$ cat src/rtl/id_hazard_ctrl.sv
// id_hazard_ctrl
//   ID-stage sequencing controller for the 5-stage RV32I core. It decodes the
//   source registers of the IF/ID instruction and checks them against a load
//   in ID/EX. It then drives the PC and IF/ID enables, the IF/ID flush and the
//   ID/EX bubble. A small FSM stretches load-use stalls (LU_STALL_CYCLES) and
//   post-redirect squashes (1 + FLUSH_CYCLES). mem_stall freezes everything.
//
// Ports
//   clk, rst_n            clock, async active-low reset
//   id_inst, id_valid     instruction in IF/ID
//   ex_valid, ex_mem_read, ex_rd   instruction in ID/EX (lw when ex_mem_read)
//   ex_redirect           taken branch / jump resolved in EX
//   mem_stall             data memory busy
//   pc_we, if_id_we       front-end write enables
//   if_id_flush           clear IF/ID to invalid
//   id_ex_bubble          load a NOP into ID/EX
//   stall_cycles, flush_cycles   perf counters (HAZARD_PERF_CNT_EN only)
//
// Build option
//   HAZARD_PERF_CNT_EN    adds the stall_cycles / flush_cycles counters.
module id_hazard_ctrl #(
    parameter int unsigned LU_STALL_CYCLES = 1,  // 1..15
    parameter int unsigned FLUSH_CYCLES    = 1   // 0..15
) (
    input  logic        clk,
    input  logic        rst_n,
    input  logic [31:0] id_inst,
    input  logic        id_valid,
    input  logic        ex_valid,
    input  logic        ex_mem_read,
    input  logic [4:0]  ex_rd,
    input  logic        ex_redirect,
    input  logic        mem_stall,
    output logic        pc_we,
    output logic        if_id_we,
    output logic        if_id_flush,
    output logic        id_ex_bubble
`ifdef HAZARD_PERF_CNT_EN
    ,
    output logic [31:0] stall_cycles,
    output logic [31:0] flush_cycles
`endif
);

    typedef enum logic [1:0] {
        ST_RUN,
        ST_LU_STALL,
        ST_FLUSH
    } state_e;

    localparam logic [3:0] LU_CNT = 4'(LU_STALL_CYCLES - 1);
    localparam logic [3:0] FL_CNT = 4'(FLUSH_CYCLES);

    state_e     state_q, state_d;
    logic [3:0] cnt_q, cnt_d;

    // ---------------- source decode / load-use detect ----------------
    logic [6:0] opcode;
    logic [4:0] rs1, rs2;
    logic       rs1_used, rs2_used, lu;

    assign opcode = id_inst[6:0];
    assign rs1    = id_inst[19:15];
    assign rs2    = id_inst[24:20];

    always_comb begin
        rs1_used = 1'b0;
        rs2_used = 1'b0;
        case (opcode)
            7'b0110011, 7'b0100011, 7'b1100011: begin
                rs1_used = 1'b1;
                rs2_used = 1'b1;
            end
            7'b0010011, 7'b0000011: rs1_used = 1'b1;
            default: ;
        endcase
    end

    // x0 never hazards, so ex_rd==0 masks the hit.
    assign lu = id_valid && ex_valid && ex_mem_read && (ex_rd != 5'd0) &&
                ((rs1_used && (rs1 == ex_rd)) || (rs2_used && (rs2 == ex_rd)));

    // ---------------- outputs and next state ----------------
    // While squashing, IF/ID keeps loading; the flush clears whatever lands.
    always_comb begin
        pc_we        = 1'b1;
        if_id_we     = 1'b1;
        if_id_flush  = 1'b0;
        id_ex_bubble = 1'b0;
        state_d      = state_q;
        cnt_d        = cnt_q;
        if (!rst_n) begin
            // Reset drives the outputs directly; state is held by the flops.
            pc_we        = 1'b0;
            if_id_we     = 1'b0;
            if_id_flush  = 1'b1;
            id_ex_bubble = 1'b1;
        end else if (mem_stall) begin
            pc_we    = 1'b0;
            if_id_we = 1'b0;
        end else if (ex_redirect) begin
            if_id_flush  = 1'b1;
            id_ex_bubble = 1'b1;
            if (FLUSH_CYCLES > 0) begin
                state_d = ST_FLUSH;
                cnt_d   = FL_CNT;
            end else begin
                state_d = ST_RUN;
                cnt_d   = 4'd0;
            end
        end else begin
            case (state_q)
                ST_RUN: begin
                    if (lu) begin
                        pc_we        = 1'b0;
                        if_id_we     = 1'b0;
                        id_ex_bubble = 1'b1;
                        if (LU_STALL_CYCLES > 1) begin
                            state_d = ST_LU_STALL;
                            cnt_d   = LU_CNT;
                        end
                    end
                end
                ST_LU_STALL: begin
                    pc_we        = 1'b0;
                    if_id_we     = 1'b0;
                    id_ex_bubble = 1'b1;
                    cnt_d        = cnt_q - 4'd1;
                    if (cnt_q == 4'd1) state_d = ST_RUN;
                end
                ST_FLUSH: begin
                    if_id_flush  = 1'b1;
                    id_ex_bubble = 1'b1;
                    cnt_d        = cnt_q - 4'd1;
                    if (cnt_q == 4'd1) state_d = ST_RUN;
                end
                default: begin
                    state_d = ST_RUN;
                    cnt_d   = 4'd0;
                end
            endcase
        end
    end

    always_ff @(posedge clk or negedge rst_n) begin
        if (!rst_n) begin
            state_q <= ST_RUN;
            cnt_q   <= 4'd0;
        end else begin
            state_q <= state_d;
            cnt_q   <= cnt_d;
        end
    end

`ifdef HAZARD_PERF_CNT_EN
    // ---------------- performance counters ----------------
    logic [31:0] stall_cycles_q, stall_cycles_d;
    logic [31:0] flush_cycles_q, flush_cycles_d;

    always_comb begin
        stall_cycles_d = stall_cycles_q;
        flush_cycles_d = flush_cycles_q;
        if (!mem_stall) begin
            if (!pc_we)      stall_cycles_d = stall_cycles_q + 32'd1;
            if (if_id_flush) flush_cycles_d = flush_cycles_q + 32'd1;
        end
    end

    always_ff @(posedge clk or negedge rst_n) begin
        if (!rst_n) begin
            stall_cycles_q <= 32'd0;
            flush_cycles_q <= 32'd0;
        end else begin
            stall_cycles_q <= stall_cycles_d;
            flush_cycles_q <= flush_cycles_d;
        end
    end

    assign stall_cycles = stall_cycles_q;
    assign flush_cycles = flush_cycles_q;
`endif

endmodule
$ cat config.mk
export PLATFORM = sky130hd
export DESIGN_NAME = id_hazard_ctrl
export DESIGN_NICKNAME = d
export VERILOG_FILES = /design/src/rtl/id_hazard_ctrl.sv
export SDC_FILE = /design/constraint.sdc
export NUM_CORES = 1
export LEC_CHECK = 0
export ABC_CLOCK_PERIOD_IN_PS = 4900
export CORE_MARGIN = 5
export CORE_UTILIZATION = 30
export CTS_CLUSTER_DIAMETER = 150
export DETAILED_ROUTE_END_ITERATION = 6
export PLACE_DENSITY_LB_ADDON = 0.05
export SYNTH_ARGS = -nofsm -noshare
export SYNTH_HDL_FRONTEND = slang
export SYNTH_SLANG_ARGS = --single-unit
$ cat constraint.sdc
create_clock -name clk -period 4.9 [get_ports clk]
set_input_delay 1.225 -clock clk [delete_from_list [all_inputs] [get_ports clk]]
set_output_delay 1.225 -clock clk [all_outputs]
set_load 0.02 [all_outputs]
Word level (Yosys, flattened, before mapping) --
Cells that the tools add are included.
Cells by class: bitwise logic cells 1, mux-type cells 21, add/subtract/negate cells 1, reduce and logical (&&, ||, !) cells 14, eq/ne operators 12
Operator list (count):
- 7-bit by 6-bit equality test with 1-bit output, second input constant | 2
- 1-bit two-way mux | 14
- 5-bit equality test | 2
- 4-bit one-hot mux with 2 select lines | 1
- 7-bit by 2-bit equality test with 1-bit output, second input constant | 1
- 7-bit by 5-bit equality test with 1-bit output, second input constant | 1
- 7-bit equality test, second input constant | 1
- 1-bit logical AND | 6
- 5-bit nonzero test | 1
- 5-bit OR reduction | 1
- 4-bit by 1-bit equality test with 1-bit output, second input constant | 1
- 2-bit two-way mux | 2
- 4-bit two-way mux | 1
- 1-bit one-hot mux with 2 select lines | 2
- 2-bit one-hot mux with 2 select lines | 1
- 4-bit AND reduction | 1
- 4-bit by 1-bit subtractor with 4-bit output, second input constant | 1
- 3-bit by 1-bit inequality test with 1-bit output, second input constant | 1
- 3-bit AND reduction | 1
- 3-bit OR reduction | 1
- 2-bit by 1-bit equality test with 1-bit output, second input constant | 1
- 2-bit equality test, second input constant | 1
- 2-bit logical NOT | 1
- 2-bit inequality test, second input constant | 1
- 3 further kinds | 3
Word-level totals: logic and storage cells 51, output and inout port bits 4, bits in registers 6

Depth between registers and ports, before layout --
Gate-level depths: netlist of run 1.
depth after elaboration 11, depth in mapped cells 6, mapped depth without buffers 6

Worst setup path before layout of run 1 --
No wires, ideal clock.
kind input-to-output, start in ex_rd[4], end out pc_we, required time 3675 ps, stages on the path 5, arrival time 2440 ps, path buffers 1, setup slack 1235 ps, path through xor2_1 > nor4_2 > a32oi_1 > o41a_1 > buf_4
Between the ends: cells in the longest elaborated chain, start to end 9
Ends and longest elaborated chain:
- from (decl) | line 31 | input logic [4:0] ex_rd,
- 5-bit equality test | line 81 | ((rs1_used && (rs1 == ex_rd)) || (rs2_used && (rs2 == ex_rd)));
- 1-bit logical AND | line 81
- 1-bit logical OR | line 81
- 1-bit logical AND * | line 80 | assign lu = id_valid && ex_valid && ex_mem_read && (ex_rd != 5'd0) &&
- 1-bit two-way mux *
- 1-bit one-hot mux with 2 select lines *
- 1-bit two-way mux * (3 in a row)
- to (decl) | line 34 | output logic pc_we,
Mark *: on every way between the ends. The rest lies on a longest branch, timed or not.

Worst setup path in the final report of run 1 --
start in ex_rd[1], end out if_id_we
Between the ends: cells in the longest elaborated chain, start to end 9
Ends and longest elaborated chain:
- 5-bit equality test | line 81
- 1-bit logical AND | line 81
- 1-bit logical OR | line 81
- 1-bit logical AND * | line 80
- 1-bit two-way mux * | line 114 | if (lu) begin
- 1-bit one-hot mux with 2 select lines * | line 112 | case (state_q)
- 1-bit two-way mux * | line 101 | end else if (ex_redirect) begin
- 1-bit two-way mux * | line 98 | end else if (mem_stall) begin
- 1-bit two-way mux * | line 92 | if (!rst_n) begin
- to (decl) | line 35 | output logic if_id_we,
Marked as above.

==> impl_metrics.yaml, run 1 <==
power_and_ir_drop:
  power.total_mw: 0.221
  power_density_nw_per_um2: 263
  leakage_nw: 0.325
  vdd.ir_drop.worst_mv: 0.204
grt:
  grt_max_degree: 8
  antenna_found_initial: 0
  gr-total-overflow: 0
  grt_util_all_layers: 0.121
  grt_pass1_vias: 529
  grt_pass1_wl_um: 2310
sta:
  hold_viol: 0
  slew_headroom: 0.761
  finalClockSkew_ns: 0.00786
  grt_setup_unrepaired: "false"
  whs_ns: 0.553
  period_share: 0.913
  drv_slew: 0
  worst_slew_pin_slew_ns: 0.357
  finalCriticalPeriod_ns: 4.47
  fin_setup_tns_ns: 0
  timing.fmax_ghz: 0.224
  setup_violations: 0
drt:
  drt_pass1_iterations: 3
  totalWireLength_um: 1340
  vias: 541
  ant_nets: 0
  initialDrtViolationCount: 7
  wl_per_cell_um: 12.5
  drt-vias-per-instance: 5.06
  drc: 0
critical_path:
  crit_required_ns: 3.67
  crit_type: "input port to output port"
  crit_arrival_ns: 3.25
  r2r_slack_ns: 3.53
  cp-end-kind: "output port"
  cp-start-kind: "input port"
  cp_max_fo: 3
die:
  std_cell_rows: 14
  die_w_um: 49.7
  ioPinCount: 48
  core_area_um2: 1510
  die-area_um2: 2470
  die_h_um: 49.7
  initial_core_util: 0.314
logic_synthesis:
  synth.distinct_cells: 27
  syn_area_per_cell_um2: 8.60
  synthTopCellsByCount: "xor2_1 (9), dfrtp_1 (5), nand2_1 (4), o21ai_0 (4)"
  synth_area_leaders: "dfrtp_1 (26%), xor2_1 (17%), ha_1 (5.3%)"
  yosysSeqAreaShare: 0.265
  syn_nets: 101
  synth_top_area_share: 0.265
  ys_seq_elements: 5
  ys.warnings.count: 0
  synth_area_um2: 473
  syn_inst: 55
  synth-main-ff-cell: "dfrtp_1"
  synth_edf_count: 0
  synth_most_common_cell: "xor2_1"
  synth_area_leader_cell: "dfrtp_1"
  async_flop_share: 1.00
cts:
  clock_latency_ns: 0.25
  htreeDepth: 1
  ctsResizeCount: 0
  cts_sinks: 5
  path_clk_slew_ns: 0.05
  clockBufferDepth: 2
  cts-root-buf: "clkbuf_4"
  cts_setup_buffers: 0
  hold_buffers: 0
  cts_buffers: 3
  cts_tree: "built"
place:
  dp_hpwl_um: 1170
  placed_cells: 103
  port_buffers: 32
  routabilityCongestion: 0.692
layout:
  antenna_cells: 0
  fill_cells: 145
  finalNetCount: 138
  finalNonFillerCells: 107
  syn_to_final_growth_pct: 77.5
  seq_area_um2: 125
  drive_gt1_frac: 0.0549
  multiInputGateArea_um2: 329
  utilization: 0.557
status:
  status: "completed"
run:
  maxCapViolations: 0
worst_hold_path:
  min_path_type: "flip-flop to flip-flop"
==> routing by layer <==
layer / share of wire / vias up / wire length (µm) / global-route usage
li1: - / 275 / - / -
met1: 0.39 / 243 / 522 / 0.148
met2: 0.50 / 21 / 664 / 0.178
met3: 0.096 / 2 / 128 / 0.0572
met4: 0.017 / 0 / 23 / 0.0524
met5: 0 / - / 0 / 0
==> power breakdown <==
group,total (mW),switching (mW),leakage [nW],internal [mW]
logic,0.0939,0.0399,0.254,0.0541
clock network,0.0503,0.0193,0.0150,0.0310
registers,0.0766,0.0182,0.0559,0.0583
total,0.221,0.0774,0.325,0.143
==> placed cells by master, fill, tap and decap left out, types with 2 or more instances in the layout <==
cell,Yosys,layout
clkbuf_4,0,3
nor2_1,3,3
nor3_1,3,3
dfrtp_1,5,5
xor2_1,9,9
o21ai_0,4,4
a21oi_1,2,2
nand3_1,2,2
ha_1,2,2
clkdlybuf4s50_1,0,32
nand2b_1,2,2
inv_1,3,3
nand2_1,4,4
==> cells by family (layout without fill, tap and decap cells) <==
kind of cell / Yosys count / after routing / synth area share
and+or+nand+nor: 19 / 19 / 0.235
xor gates and xnor gates: 10 / 10 / 0.185
buffers and inverters: 4 / 40 / 0.0397
AOI/OAI and AO/OA: 15 / 15 / 0.222
adders and majority gates: 2 / 2 / 0.0529
DFF: 5 / 5 / 0.265
==> critical path, cell delays in order <==
cell and delay (ns):
clkdlybuf4s50_1 0.46, or4_1 0.53, o21ai_0 0.23, o41a_1 0.18, clkdlybuf4s50_1 0.61
==> state kept, by name, indices dropped and copies added (netlist names) <==
signal   count
cnt_q        4
state_q      1
==> metrics by stage <==
stage	setup WS [ns]	area, µm²
2_1_floorplan	1.24	473
3_3_place_gp	0.372	813
3_5_place_dp	0.401	813
4_1_cts	0.397	840
5_1_grt	0.289	840
6_report	0.427	840
==> layout make-up <==
cell class / count / share of cell area
Clock buffer: 4 / 0.0313
Inverter: 3 / 0.0134
Multi-Input combinational cell: 46 / 0.392
Sequential cell: 5 / 0.149
Tap cell: 16 / 0.0238
Timing Repair Buffer: 33 / 0.390
==> final timing paths <==
kind	start	to	cells after the start
min in group asynchronous	rst_n	cnt_q[3]	2
worst min register to register	cnt_q[2]	cnt_q[2]	2
max in group asynchronous	rst_n	cnt_q[0]	2
worst max-delay path	ex_rd[1]	if_id_we	5
worst min-delay path	cnt_q[2]	cnt_q[2]	2
worst max register to register	cnt_q[2]	cnt_q[3]	4
Note: power is estimated with default switching activity, not from simulation.
==> run 2, diff against run 1 <==
- CTS_CLUSTER_SIZE: default -> 30
- PLACE_DENSITY: default -> 0.83
- PLACE_DENSITY_LB_ADDON: 0.05 -> default
==> impl_metrics.yaml, run 2 (synthesis gave the netlist of run 1 again) <==
cts:
  clock_latency_ns: 0.24
  ctsResizeCount: 0
  hold_buffers: 0
  cts_sinks: 5
  cts-root-buf: "clkbuf_4"
  htreeDepth: 1
  clockBufferDepth: 2
  cts_tree: "built"
  cts_setup_buffers: 0
  cts_buffers: 3
  path_clk_slew_ns: 0.04
sta:
  timing.fmax_ghz: 0.223
  setup_violations: 0
  whs_ns: 0.552
  period_share: 0.917
  slew_headroom: 0.769
  finalClockSkew_ns: 0.000998
  finalCriticalPeriod_ns: 4.49
  worst_slew_pin_slew_ns: 0.346
  fin_setup_tns_ns: 0
  hold_viol: 0
  drv_slew: 0
  grt_setup_unrepaired: "false"
grt:
  busiest_layer: "met2"
  use_met3: 0.0422
  grt_pass1_wl_um: 2210
  antenna_found_initial: 0
  use_met2: 0.189
  grt_util_all_layers: 0.110
  met1_usage: 0.115
  grt_max_degree: 8
  gr-total-overflow: 0
  grt_pass1_vias: 559
worst_hold_path:
  min_path_type: "flip-flop to flip-flop"
layout:
  top_regs: "cnt_q: 4 flops, state_q: 1 flops"
  largest_reg_flops: 4
  final_common_cell: "clkdlybuf4s50_1"
  syn_to_final_growth_pct: 77.5
  finalNetCount: 138
  fill_cells: 146
  drive_gt1_frac: 0.0549
  largest_register: "cnt_q"
  final_cell_mix: "clkdlybuf4s50_1 (32), xor2_1 (9), dfrtp_1 (5), o21ai_0 (4), nand2_1 (4)"
  antenna_cells: 0
place:
  dp_hpwl_um: 1150
  routabilityCongestion: 0.831
  port_buffers: 32
die:
  die_h_um: 49.7
  std_cell_rows: 14
  die-area_um2: 2470
  ioPinCount: 48
  die_w_um: 49.7
  initial_core_util: 0.314
  core_area_um2: 1510
power_and_ir_drop:
  leakage_nw: 0.325
  power_density_nw_per_um2: 262
  power.total_mw: 0.220
  vdd.ir_drop.worst_mv: 0.103
drt:
  ant_nets: 0
  initialDrtViolationCount: 10
  drt-vias-per-instance: 5.21
  vias: 558
  drc: 0
  totalWireLength_um: 1320
  wl_per_cell_um: 12.3
  drt_pass1_iterations: 4
critical_path:
  crit_type: "input port to output port"
  crit_arrival_ns: 3.27
  cp_max_fo: 3
  cp-start-kind: "input port"
  cp-end-kind: "output port"
  crit_required_ns: 3.67
status:
  status: "completed"
run:
  maxCapViolations: 0
==> run 2: cell counts in the layout (fill, tap and decap cells not counted) <==
No cell type changed its count.
==> run 2: area by class of cell <==
| cell class | count | area [µm²] | area share |
|---|---|---|---|
| Timing Repair Buffer | 33 | 328 | 0.390 |
| Sequential cell | 5 | 125 | 0.149 |
| Clock buffer | 4 | 26.3 | 0.0313 |
| Multi-Input combinational cell | 46 | 329 | 0.392 |
| Tap cell | 16 | 20.0 | 0.0238 |
| Inverter | 3 | 11.3 | 0.0134 |
==> run 2: critical path, stage by stage <==
cell and delay (ns):
clkdlybuf4s50_1 0.47, or4_1 0.53, o21ai_0 0.23, o41a_1 0.20
clkdlybuf4s50_1 0.62
==> run 2: layer usage <==
metal	share of wire	vias to the layer above	wire length, µm
met4	0.0076	0	10
met2	0.49	32	646
met5	0	-	0
met3	0.13	2	174
li1	-	273	-
met1	0.37	251	484
==> run 2: worst paths after layout <==
kind / startpoint / cells after the start / slack [ns] / end
min in group asynchronous: rst_n / 2 / 1.28 / cnt_q[2]
min reg2reg: cnt_q[3] / 2 / 0.55 / cnt_q[3]
max reg2reg: cnt_q[2] / 4 / 3.50 / cnt_q[3]
max in group asynchronous: rst_n / 2 / 3.51 / cnt_q[1]
max: ex_rd[1] / 5 / 0.41 / pc_we
min: cnt_q[3] / 2 / 0.55 / cnt_q[3]
==> run 2: where the power goes <==
part / internal [mW] / switching, mW
Clock: 0.0308 / 0.0171
Combinational: 0.0544 / 0.0407
Sequential: 0.0584 / 0.0186
==> run 2: through the flow <==
stage          cells  worst slack [ns]  cell area [µm²]  utilization
6_report         107             0.408              840        0.557
5_1_grt          107             0.271              840        0.557
4_1_cts          107             0.389              840        0.557
3_5_place_dp     103             0.396              813        0.540
3_3_place_gp     103             0.385              813        0.540
2_1_floorplan     55              1.24              473            -
